<file path="config.mk">
export PLATFORM = sky130hd
export DESIGN_NAME = count_monitor
export DESIGN_NICKNAME = d
export VERILOG_FILES = /design/src/rtl/count_pkg.sv /design/src/rtl/count_wrap_sat.sv /design/src/rtl/count_monitor.sv
export SDC_FILE = /design/constraint.sdc
export NUM_CORES = 1
export LEC_CHECK = 0
export ABC_AREA = 1
export BUFFER_PORTS_ARGS = -buffer_cell sky130_fd_sc_hd__clkbuf_2
export CAP_MARGIN = 20
export CORE_MARGIN = 5
export CORE_UTILIZATION = 42
export DETAILED_ROUTE_END_ITERATION = 16
export PLACE_DENSITY = 0.7
export SLEW_MARGIN = 20
export SYNTH_ARGS = -nofsm -noshare
export SYNTH_HDL_FRONTEND = slang
export SYNTH_SLANG_ARGS = --single-unit
</file>
<file path="constraint.sdc">
create_clock -name clock -period 1.85 [get_ports clock]
set_input_delay 0.2775 -clock clock [delete_from_list [all_inputs] [get_ports clock]]
set_output_delay 0.2775 -clock clock [all_outputs]
set_load 0.005 [all_outputs]
</file>
<file path="src/rtl/count_pkg.sv">
// Shared definitions for the count_monitor checker and its cascade helpers.
`timescale 1ns/1ps
package count_pkg;
  typedef enum logic [1:0] {
    SYNC  = 2'd0,
    TRACK = 2'd1,
    FAULT = 2'd2
  } state_t;

  localparam int WRAP_WIDTH_DEFAULT = 8;
endpackage

</file>
<file path="src/rtl/count_wrap_sat.sv">
// Saturating event counter; also used as a stage for higher-nibble cascades.
`timescale 1ns/1ps
module count_wrap_sat #(
  parameter int WIDTH = 8
) (
  input  logic             clock,
  input  logic             clear,
  input  logic             inc,
  output logic [WIDTH-1:0] value
);
  always_ff @(posedge clock or posedge clear) begin
    if (clear) begin
      value <= '0;
    end else if (inc && (value != '1)) begin
      value <= value + WIDTH'(1);
    end
  end
endmodule

</file>
<file path="src/rtl/count_monitor.sv">
// Checks a 4-bit counter's Q against its enable/clear history; emits carry,
// match and a saturating wrap tally, and latches a sticky error on bad steps.
`timescale 1ns/1ps
module count_monitor
  import count_pkg::*;
#(
  parameter int WRAP_WIDTH = WRAP_WIDTH_DEFAULT
) (
  input  logic                  clock,
  input  logic                  clear,
  input  logic                  count_enable,
  input  logic                  cnt_clear_n,
  input  logic [3:0]            Q,
  input  logic [3:0]            target,
  input  logic                  target_load,
  input  logic                  resync,
  output logic                  carry,
  output logic                  match,
  output logic [WRAP_WIDTH-1:0] wraps,
  output logic                  error,
  output logic                  tracking
);
  state_t     state_reg, state_next;
  logic [3:0] prev_reg, prev_next;
  logic       en_d_reg;
  logic [3:0] target_reg;
  logic [3:0] exp_q;
  logic       carry_next, match_next, error_next;

  // Q seen at this edge reflects the enable latched one edge earlier.
  assign exp_q = prev_reg + 4'(en_d_reg);

  always_comb begin
    state_next = state_reg;
    prev_next  = prev_reg;
    error_next = error;
    carry_next = 1'b0;
    match_next = 1'b0;
    if (!cnt_clear_n) begin
      state_next = SYNC;
      prev_next  = 4'h0;
    end else if (resync) begin
      state_next = SYNC;
      error_next = 1'b0;
    end else begin
      case (state_reg)
        SYNC: begin
          prev_next  = Q;
          state_next = TRACK;
        end
        TRACK: begin
          if (Q == exp_q) begin
            prev_next  = Q;
            carry_next = (prev_reg == 4'hF) && (Q == 4'h0) && en_d_reg;
            match_next = (Q == target_reg) && (Q != prev_reg);
          end else begin
            state_next = FAULT;
            error_next = 1'b1;
          end
        end
        FAULT: prev_next = Q;
        default: state_next = SYNC;
      endcase
    end
  end

  always_ff @(posedge clock or posedge clear) begin
    if (clear) begin
      state_reg  <= SYNC;
      prev_reg   <= 4'h0;
      en_d_reg   <= 1'b0;
      target_reg <= 4'hF;
    end else begin
      state_reg <= state_next;
      prev_reg  <= prev_next;
      en_d_reg  <= count_enable;
      if (target_load) begin
        target_reg <= target;
      end
    end
  end

  always_ff @(posedge clock or posedge clear) begin
    if (clear) begin
      carry <= 1'b0;
      match <= 1'b0;
      error <= 1'b0;
    end else begin
      carry <= carry_next;
      match <= match_next;
      error <= error_next;
    end
  end

  assign tracking = (state_reg == TRACK);

  count_wrap_sat #(.WIDTH(WRAP_WIDTH)) u_wrap_sat (
    .clock (clock),
    .clear (clear),
    .inc   (carry_next),
    .value (wraps)
  );
endmodule

</file>
Word level (Yosys, flattened, before mapping)
Cells that the tools add are included. Widths: inputs -> output; s select.

Reduce and logical (&&, ||, !) cells: 11. Add/subtract/negate cells: 2. Equality and inequality tests: 13. Mux-type cells: 19.

Operators with widths (count): $mux 4 (3); $mux 1 (11); $add 8x1->8 const B (1); $eq 4x4->1 (2); $ne 8x8->1 const B (1); $pmux 4 s2 (1); $mux 2 (3); $ne 3x2->1 const B (2); $pmux 2 s3 (1); $reduce_and 3->1 (2); $add 4x1->4 (1); $eq 4x4->1 const B (1); $logic_and 1x1->1 (4); $logic_not 4->1 (1); $ne 2x2->1 const B (2); $ne 4x4->1 (1); $ne 4x4->1 const B (1); $ne 3x3->1 const B (1); $eq 2x1->1 const B (1); $eq 2x2->1 const B (1); $logic_not 2->1 (1); $reduce_and 2->1 (1); $reduce_bool 2->1 (1); $reduce_or 2->1 (1).

Logic and storage cells: 53. Register bits: 22. Output and inout port bits: 12.

Longest topological paths before layout
Word-level depth: 8. Gate-level depth with buffers: 11. Gate-level depth less buffers: 11.

Modules after synthesis
From an unflattened synthesis, not the netlist that was laid out.

Cells, all modules: 174. Area total of the unflattened synthesis: 1335.0 um^2.

Modules (own cells, without submodules): count_monitor (area each 862.1 um^2, instances 1, cells each 111, sequential area each 355.3 um^2); count_wrap_sat (area each 473.0 um^2, instances 1, cells each 63, sequential area each 200.2 um^2).

Least setup slack after synthesis
Ideal clock, no wire load.

Path type: reg-to-reg. From: register prev_reg[0]. To: register u_wrap_sat.value[0]. Setup time: 0.120 ns. Data arrival time: 1.581 ns. Required time: 1.730 ns. Setup slack: 0.149 ns. Cell stages (with the launch flop): 12. Path buffers: 0. Cells stage by stage: dfrtp_1 -> ha_1 -> ha_1 -> inv_1 -> nand2_1 -> nand2_1 -> nor2_4 -> nand2_1 -> nor2_2 -> nand4_4 -> nand2_1 -> nand2_1.

Cells in the longest elaborated chain, start to end: 8. Elaborated cells between the ends (all ways): 10. Classes of those cells: add/sub (1); eq/ne (2); mux (4); reduce/logical (3).

RTL lines: start: declaration (line count_monitor.sv:24) `logic [3:0] prev_reg, prev_next;`; start signal: assignment (line count_monitor.sv:75) `prev_reg <= prev_next;`; branches (longest 3 deep; another with $add 4x1->4); $mux 1 (*) (line count_monitor.sv:52) `if (Q == exp_q) begin`; $mux 1 (*) (line count_monitor.sv:46) `case (state_reg)`; $mux 1 (*) (line count_monitor.sv:42) `end else if (resync) begin`; $mux 1 (*) (line count_monitor.sv:39) `if (!cnt_clear_n) begin`; $logic_and 1x1->1 (*) (line count_wrap_sat.sv:14) `end else if (inc && (value != '1)) begin`; end signal: assignment (line count_wrap_sat.sv:15) `value <= value + WIDTH'(1);`; end: declaration (line count_wrap_sat.sv:9) `output logic [WIDTH-1:0] value`.

Mark *: on every way between the ends. A chain may end at the register's enable or synchronous reset.

Worst setup path in the final report
From: register en_d_reg. To: register u_wrap_sat.value[0].

Cells in the longest elaborated chain, start to end: 7. Elaborated cells between the ends (all ways): 8. Classes of those cells: add/sub (1); eq/ne (1); mux (4); reduce/logical (2).

RTL lines: start: declaration (line count_monitor.sv:25) `logic en_d_reg;`; start signal: assignment (line count_monitor.sv:76) `en_d_reg <= count_enable;`; $add 4x1->4 (line count_monitor.sv:31) `assign exp_q = prev_reg + 4'(en_d_reg);`; $eq 4x4->1 (line count_monitor.sv:52); $mux 1 (*) (line count_monitor.sv:52); $mux 1 (*) (line count_monitor.sv:46); $mux 1 (*) (line count_monitor.sv:42); $mux 1 (*) (line count_monitor.sv:39); $logic_and 1x1->1 (*) (line count_wrap_sat.sv:14).

Mark *: on every way between the ends. The rest lies on a longest branch, timed or not.

==> impl_metrics.ini <==
[setup_path]
rr_startpoint = en_d_reg
path_cells = ha_2 > ha_4 > inv_2 > nand2_2 > nand2_2 > nor2_4 > nand2_1 > nor2_2 > nand4_4 > nand2_1 > nand2_1
critPathMaxStageDelay_ns = 0.40
path_max_fanout = 8
arrival_ns = 1.98
ff2ff_path_depth = 11
endpoint_kind = flop
slowest_stage = dfrtp_1
crit_path_frequent_cell = nand2_1
required_ns = 2.06
critPathKind = flop to flop
start_kind = flop
r2r-end = u_wrap_sat.value[0]
reg2reg_slack_ns = 0.08

[cells_and_area]
n_antenna_cell = 0
fillers = 330
area_growth_pct = 22.1
layoutNonFillerInstCount = 250
drive_above_1_share_pct = 33.5
largest_register_ffs = 8
nets = 224

[die]
die_w_um = 67.2
die_y_um = 67.2
io_pins = 26
row_count = 20
core_area_um2 = 3100
die-area_um2 = 4520
floorplan.initialDensity_pct = 44.3

[routing]
drc = 0
dr.pass1.iters = 4
first_iter_violations = 37
vias_per_cell = 4.92
avgRoutedWirePerCell_um = 11.6
wirelength_um = 2890
ant_nets = 0
vias = 1229

[power_and_ir_drop]
total_leakage_power_nw = 0.918
powerDensity_nw_per_um2 = 570
ir_drop_mv = 0.265
p_total_w = 0.000957

[global_route]
grt_pass1_vias = 1167
grt_pass1_wl_um = 5200
grt_usage_pct = 14.9
overflow = 0
antenna_found_initial = 0
grt_max_degree = 23

[cts]
cts_buffer_depth = 2
htree_levels = 1
numCtsBuffers = 3
clock_sinks = 22
cts.reportedPaths.clkPinSlew_ns = 0.12
cts_tree = yes
clk_latency_ns = 0.31
root_buffer = clkbuf_4

[logic_synthesis]
synth_edf_count = 0
yosysMostFrequentCell = nand2_1
synthesis.nets = 186
syn_area_um2 = 1380
yosys.cell_types.count = 29
synth_top_area_cell = dfrtp_1
synthTopCellsByArea = dfrtp_1 33%, nand2_1 16%, dfstp_2 7.6%
synth.avg_cell_area_um2 = 8.14
yosys_warnings = 0
synth.top_cell.area_share_pct = 32.8
syn_inst = 169
synth_common_cells = 60 x nand2_1, 18 x dfrtp_1, 14 x inv_1, 14 x nand4_1, 12 x nand3_1
seq_area_frac_synth_pct = 40.4
synth_top_flop_cell = dfrtp_1
synth_seq_cells = 22
async_flop_share_pct = 100

[hold_path]
min_from = count_enable
whs_path_depth = 1
hold_class = primary input to flop
holdPathEnd = en_d_reg

[placed_design]
dp.cells = 242
gp_congestion = 0.803
pre_cts_ws_ns = 0.0693
io_buffers = 25
dp_hpwl_um = 2230

[timing]
fin_crit_ns = 1.77
slew_violations = 0
period_share_pct = 95.6
finalHoldViolCount = 0
relSlewSlack_pct = 74.4
setup_slack_ns = 0.0812
fmax_mhz = 565
setup_viol = 0
rsz0062_at_grt = true
worst_slew_pin_slew_ns = 0.383
skew_ns = 0.00963

[flow_run]
drv_cap = 0

[outcome]
status = finished clean
==> cells by family after synthesis <==
family	synth area share [%]
flip-flops	40.4
buffers and inverters	6.01
multiplexers	1.64
AO/OA/AOI/OAI	1.55
XOR/XNOR	6.37
AND/OR/NAND/NOR	41.3
adder cells (fa/ha/maj)	2.73
==> routing by layer <==
metal / GRT usage (%) / part of all wire (%) / up-vias
met3: 2.66 / 3.3 / 5
met1: 20.0 / 46 / 573
met4: 5.32 / 1.5 / 0
li1: - / - / 635
met2: 24.0 / 49 / 16
met5: 0 / 0 / -
==> what timing repair did <==
item	in CTS	in global routing
hold buffers	1	0
endpoints found under the hold margin	18	0
endpoints found under the setup margin	0	13
gates resized for setup	0	9
setup buffers	0	3
==> where the power goes <==
part | internal (W) | switching [W]
registers | 0.000509 | 0.0000176
clock network | 0.0000842 | 0.000148
logic | 0.0000816 | 0.000117
==> placed cells by master (no fill, tap or decap), drive strengths merged, types with 5 or more instances in the layout <==
master and n:
nand4 16, xnor2 5, clkbuf 29, xor2 5, dfrtp 18, nand3 14
nand2 63, inv 21, buf 7, nor2 7
==> worst max-delay path by stage <==
stage                 from             endpoint  slack [ns]  cells after the start
2_1_floorplan  prev_reg[0]  u_wrap_sat.value[0]        0.15                     11
3_3_place_gp   prev_reg[0]          prev_reg[1]        0.09                     11
3_5_place_dp   prev_reg[0]  u_wrap_sat.value[4]        0.07                     11
4_1_cts        prev_reg[0]  u_wrap_sat.value[4]        0.04                     11
5_1_grt           en_d_reg  u_wrap_sat.value[0]       -0.02                     11
6_report          en_d_reg  u_wrap_sat.value[0]        0.08                     11
==> per-stage QoR <==
stage          area [um2]  utilization [%]  hold slack (ns)  setup TNS (ns)
2_1_floorplan        1380                -            0.264               0
3_3_place_gp         1590             51.1            0.310               0
3_5_place_dp         1590             51.1            0.311               0
4_1_cts              1620             52.3           0.0692               0
5_1_grt              1680             54.1           0.0537         -0.0450
6_report             1680             54.1           0.0768               0
==> critical path: cells and delay by family, from the launching register on <==
family	cells	cell delay [ns]
adders and majority gates	2	0.47
buffers and inverters	1	0.03
DFF	1	0.40
and+or+nand+nor	8	0.75
==> cell type report <==
class	instances	area [um2]	area share [%]
flip-flops and latches	22	556	33.1
repair buffers	33	188	11.2
clock buffers	4	26.3	1.56
well taps	44	55.1	3.28
inverters	22	82.6	4.92
multi-input cells	125	772	46.0
No activity file was read; power rests on OpenSTA's default activity.
